`src/rtl/irq_arbiter_pkg.sv`:
```
//==============================================================================
// Module      : irq_arbiter_pkg
// Description : Shared register offsets and field positions for irq_arbiter.
// Revision    : 1.0 - initial release
//==============================================================================
`default_nettype none
`timescale 1ns/1ps

package irq_arbiter_pkg;

   localparam logic [1:0] A_PEND = 2'd0;
   localparam logic [1:0] A_MASK = 2'd1;
   localparam logic [1:0] A_MODE = 2'd2;
   localparam logic [1:0] A_ISR  = 2'd3;

   localparam int              VEC_W    = 3;
   localparam logic [VEC_W-1:0] VEC_NONE = 3'd7;
   localparam int              ISR_LSB  = 8;

endpackage

`default_nettype wire

```
`src/rtl/irq_arbiter_prio_enc.sv`:
```
//==============================================================================
// Module      : prio_enc
// Description : Highest-set-bit encoder with valid flag.
// Revision    : 1.0 - initial release
//==============================================================================
`default_nettype none
`timescale 1ns/1ps

module prio_enc #(
   parameter int N     = 6,
   parameter int IDX_W = 3
) (
   input  logic [N-1:0]     req,
   output logic [IDX_W-1:0] idx,
   output logic             valid
);

   // Ascending scan: the last hit is the highest set bit.
   always_comb begin
      idx   = '0;
      valid = 1'b0;
      for (int i = 0; i < N; i++) begin
         if (req[i]) begin
            idx   = IDX_W'(i);
            valid = 1'b1;
         end
      end
   end

endmodule

`default_nettype wire

```
`src/rtl/irq_arbiter.sv`:
```
//==============================================================================
// Module      : irq_arbiter
// Description : Edge/level interrupt latch, mask and nesting arbiter for CP0 IP.
// Revision    : 1.0 - initial release
//==============================================================================
`default_nettype none
`timescale 1ns/1ps

module irq_arbiter
   import irq_arbiter_pkg::*;
#(
   parameter int N_SRC = 6
) (
   input  logic             clk,
   input  logic             reset,
   input  logic [N_SRC-1:0] src,
   input  logic             int_taken,
   input  logic [1:0]       addr,
   input  logic             we,
   input  logic [31:0]      wdata,
   output logic [31:0]      rdata,
   output logic [N_SRC-1:0] ip
);

   logic [N_SRC-1:0] r_pend;
   logic [N_SRC-1:0] r_mask;
   logic [N_SRC-1:0] r_mode;
   logic [N_SRC-1:0] r_isr;
   logic [N_SRC-1:0] r_src_prev;

   logic [VEC_W-1:0] w_isr_idx;
   logic             w_isr_valid;
   logic [VEC_W-1:0] w_win_idx;
   logic             w_win_valid;
   logic [VEC_W-1:0] w_vec;
   logic [N_SRC-1:0] w_eligible;
   logic [N_SRC-1:0] w_above;
   logic [N_SRC-1:0] w_ip;
   logic [N_SRC-1:0] w_take_oh;
   logic [N_SRC-1:0] w_eoi_oh;
   logic [N_SRC-1:0] w_w1c;
   logic [N_SRC-1:0] w_rise;
   logic [N_SRC-1:0] w_pend_next;
   logic             w_eoi;
   logic             w_unused_wdata;

   assign w_eligible = r_pend & r_mask;

   prio_enc #(.N(N_SRC), .IDX_W(VEC_W)) u_isr_enc (
      .req   (r_isr),
      .idx   (w_isr_idx),
      .valid (w_isr_valid)
   );

   // Only sources strictly above the highest in-service bit may interrupt.
   for (genvar i = 0; i < N_SRC; i++) begin : g_above
      localparam logic [VEC_W-1:0] c_idx = VEC_W'(i);
      assign w_above[i] = !w_isr_valid || (c_idx > w_isr_idx);
   end

   assign w_ip = w_eligible & w_above;
   assign ip   = w_ip;

   prio_enc #(.N(N_SRC), .IDX_W(VEC_W)) u_vec_enc (
      .req   (w_ip),
      .idx   (w_win_idx),
      .valid (w_win_valid)
   );

   assign w_vec = w_win_valid ? w_win_idx : VEC_NONE;

   assign w_eoi     = we && (addr == A_ISR);
   assign w_w1c     = (we && (addr == A_PEND)) ? wdata[N_SRC-1:0] : '0;
   assign w_take_oh = (int_taken && w_win_valid) ? (N_SRC'(1) << w_win_idx) : '0;
   assign w_eoi_oh  = (w_eoi && w_isr_valid) ? (N_SRC'(1) << w_isr_idx) : '0;
   assign w_rise    = src & ~r_src_prev;

   // Edge bits: new edge beats both W1C and auto-ack. Level bits track src.
   assign w_pend_next = (r_mode & (w_rise | (r_pend & ~w_w1c & ~w_take_oh)))
                      | (~r_mode & src);

   always_ff @(posedge clk) begin
      if (reset) begin
         r_pend     <= '0;
         r_mask     <= '0;
         r_mode     <= '0;
         r_isr      <= '0;
         r_src_prev <= '0;
      end else begin
         r_src_prev <= src;
         r_pend     <= w_pend_next;
         r_isr      <= (r_isr & ~w_eoi_oh) | w_take_oh;
         if (we && (addr == A_MASK)) r_mask <= wdata[N_SRC-1:0];
         if (we && (addr == A_MODE)) r_mode <= wdata[N_SRC-1:0];
      end
   end

   always_comb begin
      rdata = '0;
      case (addr)
         A_PEND: rdata[N_SRC-1:0] = r_pend;
         A_MASK: rdata[N_SRC-1:0] = r_mask;
         A_MODE: rdata[N_SRC-1:0] = r_mode;
         default: begin
            rdata[ISR_LSB +: N_SRC] = r_isr;
            rdata[VEC_W-1:0]        = w_vec;
         end
      endcase
   end

   assign w_unused_wdata = ^wdata[31:N_SRC];

endmodule

`default_nettype wire

```
`config.mk`:
```
export PLATFORM = sky130hd
export DESIGN_NAME = irq_arbiter
export DESIGN_NICKNAME = d
export VERILOG_FILES = /design/src/rtl/irq_arbiter_pkg.sv /design/src/rtl/irq_arbiter_prio_enc.sv /design/src/rtl/irq_arbiter.sv
export SDC_FILE = /design/constraint.sdc
export NUM_CORES = 1
export LEC_CHECK = 0
export CORE_ASPECT_RATIO = 1.4
export CORE_UTILIZATION = 30
export CTS_BUF_LIST = sky130_fd_sc_hd__clkbuf_2
export DETAILED_ROUTE_END_ITERATION = 10
export HOLD_SLACK_MARGIN = 0.08
export PLACE_DENSITY = 0.74
export SETUP_SLACK_MARGIN = 0.05
export SLEW_MARGIN = 40
export SYNTH_ARGS = -nofsm -noshare
export SYNTH_HDL_FRONTEND = slang
export SYNTH_SLANG_ARGS = --single-unit
```
`constraint.sdc`:
```
create_clock -name clk -period 3.7 [get_ports clk]
set_input_delay 0.74 -clock clk [delete_from_list [all_inputs] [get_ports clk]]
set_output_delay 0.74 -clock clk [all_outputs]
set_load 0.005 [all_outputs]
```
After elaboration in Yosys (flattened, before gate mapping)
Index checks and enable logic that the tools add are counted.
{"block": "word_totals", "in_bits": 44, "out_inout_bits": 38, "register_bits": 30}
{"block": "op_classes", "bitwise_logic": 16, "mux": 29, "n_eq_ne": 3, "n_shift": 2, "reduce_logical": 15, "magnitude_cmp": 6}
{"operator": "$and 6x6->6", "n": 8}
{"operator": "$not 6->6", "n": 5}
{"operator": "$mux 6", "n": 4}
{"operator": "$or 6x6->6", "n": 3}
{"operator": "$pmux 3 s3", "n": 2}
{"operator": "$mux 3", "n": 5}
{"operator": "$mux 1", "n": 14}
{"operator": "$shl 1x3->6 const A", "n": 2}
{"operator": "$mux 2", "n": 4}
{"operator": "$gt 1x3->1 const A", "n": 2}
{"operator": "$gt 2x3->1 const A", "n": 2}
{"operator": "$gt 3x3->1 const A", "n": 2}
{"operator": "$logic_and 1x1->1", "n": 6}
{"operator": "$logic_or 1x1->1", "n": 6}
{"operator": "$eq 2x2->1 const B", "n": 2}
{"operator": "$reduce_or 3->1", "n": 1}
{"operator": "$eq 2x1->1 const B", "n": 1}
{"operator": "$logic_not 2->1", "n": 1}
{"operator": "$logic_not 1->1", "n": 1}

Logic depth before layout (Yosys ltp)
{"block": "logic_depth", "word_depth": 22, "ltp_mapped": 6, "depth_no_buf": 5}

Cells and area by module
Synthesis repeated with hierarchy kept, for this count alone.
{"block": "hier_totals", "cells_unflattened": 198, "area_unflattened_um2": 1677.9}
{"mod": "irq_arbiter", "seq_area_each_um2": 600.6, "instances": 1, "cells_per_inst": 182, "area_per_inst_um2": 1595.3}
{"mod": "prio_enc", "seq_area_each_um2": 0.0, "instances": 2, "cells_per_inst": 8, "area_per_inst_um2": 41.3}

Least setup slack after synthesis
OpenSTA, ideal clock, no wires.
{"block": "synth_path", "path_kind": "register to output", "from": "register r_isr[5]", "to": "output rdata[0]", "stages_incl_launch_ff": 6, "slack_ns": 1.192, "required_ns": 2.960, "t_arrival_ns": 1.768, "cell_sequence": "dfxtp_1 > or4_1 > buf_2 > nor3_1 > a221oi_1 > a41oi_1"}
{"block": "synth_via", "elab_cells_between_ends": 29}
{"item": "start: declaration", "line": "irq_arbiter.sv:28", "source": "logic [N_SRC-1:0] r_isr;"}
{"item": "start signal: assignment", "line": "irq_arbiter.sv:92", "source": "r_isr <= (r_isr & ~w_eoi_oh) | w_take_oh;"}
{"item": "$mux 3 / $mux 1 (equally long branches)", "line": "irq_arbiter_prio_enc.sv:23", "source": "if (req[i]) begin"}
{"item": "$gt 1x3->1 / $logic_not 1->1 (equally long branches)", "line": "irq_arbiter.sv:58", "source": "assign w_above[i] = !w_isr_valid || (c_idx > w_isr_idx);"}
{"item": "$logic_or 1x1->1 *", "line": "irq_arbiter.sv:58"}
{"item": "$and 6x6->6 *", "line": "irq_arbiter.sv:61", "source": "assign w_ip = w_eligible & w_above;"}
{"item": "net ip[1]", "line": "irq_arbiter.sv:22", "source": "output logic [N_SRC-1:0] ip"}
{"item": "$mux 1", "line": "irq_arbiter_prio_enc.sv:23"}
{"item": "$mux 2 / $mux 1 (equally long branches) (2 in a row)", "line": "irq_arbiter_prio_enc.sv:23"}
{"item": "$mux 3 / $mux 1 (equally long branches) (2 in a row)", "line": "irq_arbiter_prio_enc.sv:23"}
{"item": "$mux 3 *", "line": "irq_arbiter.sv:70", "source": "assign w_vec = w_win_valid ? w_win_idx : VEC_NONE;"}
{"item": "$pmux 3 s3 *", "line": "irq_arbiter.sv:100", "source": "case (addr)"}
{"item": "end: declaration", "line": "irq_arbiter.sv:21", "source": "output logic [31:0] rdata,"}
The timed path passes the listed nets; every way through them passes the cells marked *.

Worst setup path after layout
{"block": "layout_path", "from": "register r_isr[5]", "to": "output rdata[0]"}
{"block": "layout_via", "elab_chain_len": 12, "elab_cells_between_ends": 29}
{"item": "$mux 3 / $mux 1 (equally long branches)", "line": "irq_arbiter_prio_enc.sv:23"}
{"item": "$gt 1x3->1 / $logic_not 1->1 (equally long branches)", "line": "irq_arbiter.sv:58"}
{"item": "$logic_or 1x1->1", "line": "irq_arbiter.sv:58"}
{"item": "$and 6x6->6 *", "line": "irq_arbiter.sv:61"}
{"item": "$mux 1 (6 in a row)", "line": "irq_arbiter_prio_enc.sv:23"}
{"item": "$mux 3 *", "line": "irq_arbiter.sv:70"}
{"item": "$pmux 3 s3 *", "line": "irq_arbiter.sv:100"}
Mark *: on every way between the ends. The rest lies on a longest branch, timed or not.

==> reports/results.tsv <==
metric	value	unit
outcome	finished clean	
totalWireLength	4050	um
floorplan.io_pins	82	
maxClockFrequency	0.297	GHz
synth_top_area_cell	sky130_fd_sc_hd__dfxtp_1	
clock_latency	0.37	ns
worst-r2r-setup-slack	1.63	ns
grt_start_max_net_pins	23	
final-instance-count-excl-fill	306	
worst-path-stages	5	
gpl.final_weighted_congestion	0.919	
crit_required	2.96	ns
clockBufferDepth	2	
kind_of_cell_with_the_highest_combined_delay_on_the_critical_path	simple AND/OR/NAND/NOR gates	
async_reset_ff_share	0	%
ys.flop_type	sky130_fd_sc_hd__dfxtp_1	
rows	31	
ys_seq_area_share	36.3	%
number_of_nets_in_the_layout	283	
core-area	5240	um2
wire_per_inst	13.2	um
seq_area	601	um2
fin_crit	3.37	ns
tritoncts_buffers	5	
yosys_warnings	0	
path_cells	or4_4, nor3_4, a221oi_1, a41oi_1, clkdlybuf4s50_1	
cp_max_fo	8	
critical-path-slowest-cell	sky130_fd_sc_hd__or4_4	
final_util	39.6	%
cts.sinks	30	
routed-via-count	1547	
timing.rr.end	r_isr[0]	
port-buffer-count	35	
final.fill_count	558	
clock_skew	0.0192	ns
synthCells	201	
drtIter0Drc	122	
grt-busiest-layer	met2	
critical_path_buf_inv_count	1	
postRouteAntennaNets	0	
track_usage	14.7	%
hold_violations	0	
grt_pass1_wl	6560	um
arrival	2.63	ns
post_synth_most_frequent_cells	sky130_fd_sc_hd__dfxtp_1 (30), sky130_fd_sc_hd__nand2_1 (23), sky130_fd_sc_hd__buf_4 (20), sky130_fd_sc_hd__a21oi_1 (13), sky130_fd_sc_hd__nor2_1 (11)	
cp_slowest_stage_delay	0.63	ns
total_leakage_power	0.825	nW
endpoint_kind	output port	
placed_instance_count	298	
setup.worst_path.start	r_isr[5]	
multi_input_area	940	um2
route.detailed.vias_per_inst	5.06	
setup.worst_path.end	rdata[0]	
via_count_of_the_first_global_routing_pass	1370	
groute.layer.met3.usage	4.06	%
power_density	291	nW/um2
most_frequent_cell_after_synthesis	sky130_fd_sc_hd__dfxtp_1	
cts_max_level	2	
route.detailed.drc	0	
initial_core_util	31.6	%
report.final.slew_viol_count	0	
setup_repair_after_global_routing_missed_its_margin	false	
power	0.603	mW
yosysUniqueCellTypes	39	
worst_r2r_startpoint	r_isr[5]	
groute.layer.met1.usage	19.5	%
post_synth.cell_area_avg	8.23	um2
clock-root-buffer	sky130_fd_sc_hd__clkbuf_2	
synth.top_cells.by_area	sky130_fd_sc_hd__dfxtp_1 (36%), sky130_fd_sc_hd__buf_4 (9.1%), sky130_fd_sc_hd__mux2i_1 (6.1%), sky130_fd_sc_hd__nand2_1 (5.2%), sky130_fd_sc_hd__a21oi_1 (3.9%)	
final.setup.tns	0	ns
number_of_enable_flip_flop_cells_after_synthesis	0	
timing.hold.worst.class	reg -> reg	
total_gr_overflow	0	
design.die.area	5820	um2
ir_drop	0.141	mV
groute.layer.met2.usage	22.4	%
setup_viol_count_final	0	
drtPass1Iterations	5	
antenna_found_initial	0	
tritoncts	yes	
cp-start-kind	flip-flop	
top_area_cell_type_share_of_the_netlist_area	36.3	%
fin_crit_sh	91.2	%
worstSetupPathType	reg -> out	
layout-area-overhead-vs-synth	25.5	%
die_h	89.9	um
yosys_register_bits	30	
final_layout_size_suffix_gt1_share	8.75	%
synth.cell_area	1650	um2
reg2reg_depth	4	
clkTransAtPathRegs	0.16	ns
place_hpwl	3000	um
num_antenna_cells	0	
maxCapViolations	0	
die_w	64.8	um
[metrics by stage]
step	cell area [um2]	hold slack [ns]	worst slack, ns
floorplan	1730	0.457	1.19
global placement	2020	0.472	0.484
detailed placement	2020	0.482	0.460
CTS	2070	0.500	0.142
global route	2080	0.523	0.167
finish	2080	0.502	0.327
[state kept, by name, summed over array words and instances, names as in the netlist]
signal / count
r_pend: 6
r_mode: 6
r_src_prev: 6
r_isr: 6
r_mask: 6
[logic make-up (layout without fill, tap and decap cells)]
logic type      count (synthesis)  in the layout  synth area share, %
other cells                     1             20                0.227
simple gates                   76             76                 23.5
flops                          30             30                 36.3
mux                            11             11                 6.73
buf+inv                        33             53                 12.1
compound gates                 50             50                 21.1
[worst register-to-register path, stage by stage, from the launching register on]
cell and delay [ns]:
sky130_fd_sc_hd__dfxtp_1 0.40, sky130_fd_sc_hd__or4_4 0.63, sky130_fd_sc_hd__a211o_4 0.33, sky130_fd_sc_hd__or4_4 0.50, sky130_fd_sc_hd__o22ai_2 0.14
[report_power, final]
| group | internal (mW) | switching, mW | leakage [nW] |
|---|---|---|---|
| combinational | 0.0490 | 0.0501 | 0.549 |
| clock | 0.0464 | 0.114 | 0.0304 |
| sequential | 0.335 | 0.00829 | 0.246 |
[cells in the final DEF, fill, tap and decap left out, types with 2 or more instances in the layout]
master,instances
sky130_fd_sc_hd__nor2_1,11
sky130_fd_sc_hd__inv_1,3
sky130_fd_sc_hd__or4_4,2
sky130_fd_sc_hd__nor2b_1,9
sky130_fd_sc_hd__o22ai_1,4
sky130_fd_sc_hd__conb_1,20
sky130_fd_sc_hd__mux2i_1,10
sky130_fd_sc_hd__clkbuf_2,6
sky130_fd_sc_hd__buf_4,7
sky130_fd_sc_hd__dfxtp_1,30
sky130_fd_sc_hd__a21boi_0,4
sky130_fd_sc_hd__or3_1,2
sky130_fd_sc_hd__o22ai_2,2
sky130_fd_sc_hd__nor4_1,2
sky130_fd_sc_hd__nand3_1,10
sky130_fd_sc_hd__a21oi_1,13
sky130_fd_sc_hd__clkdlybuf4s50_1,35
sky130_fd_sc_hd__a22o_1,2
sky130_fd_sc_hd__o21ai_0,7
sky130_fd_sc_hd__and3_1,6
sky130_fd_sc_hd__nor3_1,3
sky130_fd_sc_hd__nand3b_1,3
sky130_fd_sc_hd__o31ai_1,3
sky130_fd_sc_hd__a211oi_1,7
sky130_fd_sc_hd__nand2_1,23
[how the worst min path moves through the flow]
stage                     startpoint        end  depth (start not counted)
final                      r_mode[0]  r_mode[0]                          2
after global routing       r_mode[2]  r_mode[2]                          2
after CTS                  r_mode[1]  r_mode[1]                          2
after detailed placement   r_mode[1]  r_mode[1]                          2
after global placement     r_mode[2]  r_mode[2]                          2
after floorplan            r_mode[2]  r_mode[2]                          2
[layout make-up]
| type | instances | share of cell area [%] |
|---|---|---|
| timing repair buffer | 42 | 19.4 |
| clock buffer | 6 | 1.45 |
| sequential | 30 | 28.9 |
| inverter | 3 | 0.542 |
| clock inverter | 2 | 0.422 |
| tap | 66 | 3.98 |
| multi-input combinational | 157 | 45.3 |
[what timing repair did]
| action | 4_1_cts | 5_1_grt |
|---|---|---|
| setup endpoints to repair | 1 | 1 |
| endpoints found under the hold margin | 0 | 0 |
| buffers inserted | 0 | 0 |
| hold buffers | 0 | 0 |
| gates resized for setup | 1 | 2 |
[metal layers]
layer	up-vias	share of wire (%)
met3	6	7.6
met2	75	48
met4	0	1.5
met1	704	43
met5	-	0
li1	762	-
No activity file was read; power rests on OpenSTA's default activity.
